**src/rtl/serial_add_sequencer.sv**
```systemverilog
`default_nettype none
// ============================================================================
//  Module      : serial_add_sequencer
//  Description : Bit-serial add/subtract sequencer. Streams a WIDTH-bit
//                operation through one external combinational full-adder
//                cell, LSB first, one bit per clock, and produces the result
//                together with ARM-style NZCV flags.
//  Revision    : 1.0 - initial release
// ----------------------------------------------------------------------------
//  Ports
//    clk          : clock, all state updates on the rising edge
//    reset        : synchronous active-low reset
//    start_valid  : request present
//    start_ready  : sequencer can accept a request (IDLE only)
//    a, b, sub    : operands and operation select (1 = a-b), sampled on
//                   the start handshake
//    fa_a, fa_b   : operand bits to the full-adder cell (fa_b pre-inverted
//                   for subtract); forced to 0 outside RUN
//    fa_cin       : carry-in to the full-adder cell; 0 outside RUN
//    fa_sum       : sum bit from the full-adder cell
//    fa_cout      : carry-out from the full-adder cell
//    done_valid   : result and flags valid (DONE only)
//    done_ready   : consumer accepts the result
//    result       : a+b or a-b modulo 2^WIDTH
//    flag_n/z/c/v : negative, zero, carry (no-borrow on sub), overflow
// ============================================================================
module serial_add_sequencer #(
    parameter int WIDTH = 64
) (
    input  logic             clk,
    input  logic             reset,
    input  logic             start_valid,
    output logic             start_ready,
    input  logic [WIDTH-1:0] a,
    input  logic [WIDTH-1:0] b,
    input  logic             sub,
    output logic             fa_a,
    output logic             fa_b,
    output logic             fa_cin,
    input  logic             fa_sum,
    input  logic             fa_cout,
    output logic             done_valid,
    input  logic             done_ready,
    output logic [WIDTH-1:0] result,
    output logic             flag_n,
    output logic             flag_z,
    output logic             flag_c,
    output logic             flag_v
);

    localparam int            CW     = (WIDTH > 1) ? $clog2(WIDTH) : 1;
    localparam logic [CW-1:0] C_LAST = CW'(WIDTH - 1);

    typedef enum logic [1:0] {
        S_IDLE = 2'd0,
        S_RUN  = 2'd1,
        S_DONE = 2'd2
    } state_t;

    state_t            r_state;
    logic [WIDTH-1:0]  r_a_sh;
    logic [WIDTH-1:0]  r_b_sh;
    logic              r_carry;
    logic [CW-1:0]     r_count;
    logic              r_zero_acc;
    logic              w_run;

    // The cell inputs are pure gating of registered state; the cell itself
    // sits between these outputs and the fa_sum/fa_cout inputs.
    assign w_run  = (r_state == S_RUN);
    assign fa_a   = w_run & r_a_sh[0];
    assign fa_b   = w_run & r_b_sh[0];
    assign fa_cin = w_run & r_carry;

    always_ff @(posedge clk) begin
        if (!reset) begin
            r_state     <= S_IDLE;
            r_a_sh      <= '0;
            r_b_sh      <= '0;
            r_carry     <= 1'b0;
            r_count     <= '0;
            r_zero_acc  <= 1'b0;
            result      <= '0;
            flag_n      <= 1'b0;
            flag_z      <= 1'b0;
            flag_c      <= 1'b0;
            flag_v      <= 1'b0;
            start_ready <= 1'b1;
            done_valid  <= 1'b0;
        end else begin
            case (r_state)
                S_IDLE: begin
                    if (start_valid) begin
                        // Subtract as a + ~b + 1: invert b once here and
                        // seed the carry with the +1.
                        r_a_sh      <= a;
                        r_b_sh      <= b ^ {WIDTH{sub}};
                        r_carry     <= sub;
                        r_count     <= '0;
                        r_zero_acc  <= 1'b0;
                        start_ready <= 1'b0;
                        r_state     <= S_RUN;
                    end
                end

                S_RUN: begin
                    r_a_sh     <= {1'b0, r_a_sh[WIDTH-1:1]};
                    r_b_sh     <= {1'b0, r_b_sh[WIDTH-1:1]};
                    result     <= {fa_sum, result[WIDTH-1:1]};
                    r_carry    <= fa_cout;
                    r_zero_acc <= r_zero_acc | fa_sum;
                    if (r_count == C_LAST) begin
                        // MSB cycle: carry into the MSB is fa_cin, so
                        // overflow is cin xor cout of this bit.
                        flag_c     <= fa_cout;
                        flag_v     <= fa_cin ^ fa_cout;
                        flag_n     <= fa_sum;
                        flag_z     <= ~(r_zero_acc | fa_sum);
                        done_valid <= 1'b1;
                        r_state    <= S_DONE;
                    end else begin
                        r_count <= r_count + CW'(1);
                    end
                end

                S_DONE: begin
                    if (done_ready) begin
                        done_valid  <= 1'b0;
                        start_ready <= 1'b1;
                        r_state     <= S_IDLE;
                    end
                end

                default: begin
                    done_valid  <= 1'b0;
                    start_ready <= 1'b1;
                    r_state     <= S_IDLE;
                end
            endcase
        end
    end

endmodule
`default_nettype wire
```
**config.mk**
```make
export PLATFORM = sky130hd
export DESIGN_NAME = serial_add_sequencer
export DESIGN_NICKNAME = d
export VERILOG_FILES = /design/src/rtl/serial_add_sequencer.sv
export SDC_FILE = /design/constraint.sdc
export NUM_CORES = 1
export LEC_CHECK = 0
export ABC_CLOCK_PERIOD_IN_PS = 3600
export BUFFER_PORTS_ARGS = -buffer_cell sky130_fd_sc_hd__buf_2
export CAP_MARGIN = 20
export CORE_ASPECT_RATIO = 0.9
export CORE_MARGIN = 1
export CORE_UTILIZATION = 25
export DETAILED_ROUTE_END_ITERATION = 6
export GPL_ROUTABILITY_DRIVEN = 1
export MAX_ROUTING_LAYER = met4
export SLEW_MARGIN = 40
export SYNTH_ARGS = -nofsm -noshare
export SYNTH_HDL_FRONTEND = slang
export SYNTH_SLANG_ARGS = --single-unit
export TNS_END_PERCENT = 5
```
**constraint.sdc**
```tcl
create_clock -name clk -period 3.6 [get_ports clk]
set_input_delay 0.36 -clock clk [delete_from_list [all_inputs] [get_ports clk]]
set_output_delay 0.36 -clock clk [all_outputs]
set_load 0.1 [all_outputs]
```
==> results.json <==
{
  "worst-path-max-fanout": 34,
  "skew_ns": 0.01001,
  "io_buffers": 207,
  "synth-edff-count": 0,
  "syn2layout_area_growth_pct": 23.96,
  "start_kind": "register",
  "power.density_nw_per_um2": 513.8,
  "cts_sinks": 208,
  "synth-seq-cells": 208,
  "slew_headroom": 0.4963,
  "clkTransAtPathRegs_ns": 0.06,
  "fillers": 3795,
  "irDropWorstVdd_uv": 286.3,
  "p_leak_nw": 4.371,
  "grt_max_degree": 129,
  "ys_seq_area_frac": 0.4668,
  "status": "finished, final reports clean",
  "period_share": 0.7013,
  "p_int_mw": 4.240,
  "cts-htree-levels": 1,
  "fin_cells": 1655,
  "critPathKind": "register to primary output",
  "grt_antenna_before_repair": 2,
  "final_util": 0.3147,
  "ant_nets": 0,
  "p_seq_frac": 0.439,
  "die_w_um": 201.1,
  "drt-total-wl_mm": 23.11,
  "critical_path_required_ns": 3.24,
  "boundaryPins": 208,
  "nets": 1300,
  "max-cap-violations": 0,
  "synth.largest_area_cell": "dfxtp_1",
  "tightest_slew_ns": 0.7555,
  "p_sw_frac": 0.2537,
  "dpl.hpwl_mm": 14.30,
  "yosys.area.top_type_share": 0.4668,
  "syn_area_um2": 8920,
  "routed_via_density": 4.634,
  "insertion_delay_ns": 0.53,
  "cts_root_buf": "clkbuf_16",
  "synthTopCellsByCount": "263 x nand2_1, 208 x dfxtp_1, 73 x a21oi_1",
  "rsz0062_at_grt": "no",
  "yosys-top-cells-area": "dfxtp_1 47%, nand2_1 11%, xor2_1 6.3%",
  "drive_gt1_frac": 0.2451,
  "clock_power_share": 0.455,
  "min_period_ns": 2.525,
  "p_sw_mw": 1.441,
  "tns_ns": 0,
  "cts_tree": "yes",
  "hold_viol_final": 0,
  "dr.pass1.iters": 4,
  "cts-buffers-inserted": 25,
  "post_cts_buffers": 0,
  "initial_core_util": 0.2539,
  "die_h_um": 181.2,
  "crit_path_end_kind": "primary output",
  "drv_slew": 0,
  "syn_nets": 1150,
  "clockBufferDepth": 3,
  "arrival_ns": 2.16,
  "syn_inst": 1014,
  "drc": 0,
  "dp_cells": 1605,
  "max_freq_mhz": 396.1,
  "yosysWarnings": 0,
  "synth_cell_types": 40,
  "synth_flop_cell": "dfxtp_1",
  "hold_class": "input pin to register",
  "comb_power_share": 0.105,
  "total_power_mw": 5.682,
  "synthArstFlopShare": 0,
  "holdBufCountCts": 0,
  "gp_congestion": 0.7521,
  "wl_per_cell_um": 13.96,
  "drtIter0Drc": 593,
  "fp.dieArea_um2": 36440,
  "grt-ovfl-total": 0,
  "grt_pass1_wl_mm": 37.38,
  "coreArea_um2": 35130,
  "cts_resized": 0,
  "rows": 65,
  "avgSynthCellArea_um2": 8.797,
  "synth_most_common_cell": "nand2_1",
  "grt_pass1_vias": 7177,
  "setup_viol_count_final": 0,
  "grt_usage": 0.1264,
  "vias": 7670
}
-- logic make-up after synthesis --
| group | count (synthesis) | share of synthesized area |
|---|---|---|
| fa+ha+maj | 1 | 0.001402 |
| simple gates | 359 | 0.1599 |
| mux | 3 | 0.003367 |
| flops | 208 | 0.4668 |
| compound gates | 280 | 0.2455 |
| buf+inv | 98 | 0.05919 |
| xor+xnor | 65 | 0.06382 |
-- cell usage in the layout (no fill, tap or decap), types with 4 or more instances in the layout --
cell type  count
nand2_1      263
dfxtp_1      207
buf_2        206
a21oi_1       73
nor2_1        68
a22oi_1       65
xor2_1        64
o2bb2ai_1     63
a311oi_1      49
clkbuf_16     25
a311oi_2      17
buf_4          9
clkbuf_8       8
and2_1         5
nand3_1        5
clkinv_2       5
o21ai_0        4
-- cell type report --
class | instances | area (um^2) | share of cell area
clock inverters | 11 | 118.9 | 0.01075
repair buffers | 220 | 1181 | 0.1068
multi-input cells | 708 | 4248 | 0.3842
clock buffers | 35 | 743.2 | 0.06722
diodes | 3 | 7.507 | 0.0006790
flip-flops and latches | 208 | 4165 | 0.3767
inverters | 1 | 6.256 | 0.0005658
well taps | 469 | 586.8 | 0.05307
-- flip-flops by register name (all words and copies together), names as in the netlist --
register     flops
r_a_sh          64
r_b_sh          64
result          64
r_count          6
r_state          2
done_valid       1
flag_c           1
flag_n           1
flag_v           1
flag_z           1
r_carry          1
r_zero_acc       1
start_ready      1
-- layer usage --
layer	track usage	up-vias	wire length, um	part of all wire
li1	-	3870	-	-
met1	0.1608	3591	10580	0.46
met2	0.1971	177	10590	0.46
met3	0.03427	32	1459	0.063
met4	0.03145	0	480	0.021
met5	-	-	0	0
-- worst max-delay path, cell delays in order, from the launching register on --
cell and delay, ns:
dfxtp_1 0.39, and2b_4 0.59, and2_1 0.20, buf_2 0.44
-- final timing paths --
| check | from | to | slack, ns | depth (start not counted) |
|---|---|---|---|---|
| max | r_state[1]$_SDFFE_PN0P_ | fa_b | 1.08 | 3 |
| min | a[63] | r_a_sh[63]$_SDFFE_PN0P_ | 0.07 | 3 |
| max reg2reg | r_state[0]$_SDFFE_PN0P_ | r_a_sh[7]$_SDFFE_PN0P_ | 1.28 | 5 |
| min reg2reg | result[0]$_SDFFE_PN0P_ | result[0]$_SDFFE_PN0P_ | 0.46 | 2 |
-- through the flow --
step	setup slack [ns]	hold slack, ns	instance area, um^2
after CTS	1.036	0.04028	11030
final	1.075	0.07136	11060
after global routing	0.9679	0.06531	11050
after floorplan	1.483	0.4242	8920
after global placement	1.385	0.4374	10160
after detailed placement	1.339	0.4429	10160
-- power by group through the flow --
stage | logic (mW) | registers (mW) | clock network [mW]
6_report | 0.598 | 2.50 | 2.59
5_1_grt | 0.668 | 2.51 | 2.76
4_1_cts | 0.604 | 2.49 | 2.69
3_5_place_dp | 0.601 | 2.54 | 0
3_3_place_gp | 0.592 | 2.54 | 0
2_1_floorplan | 0.436 | 2.54 | 0
No activity file was read; power rests on OpenSTA's default activity.
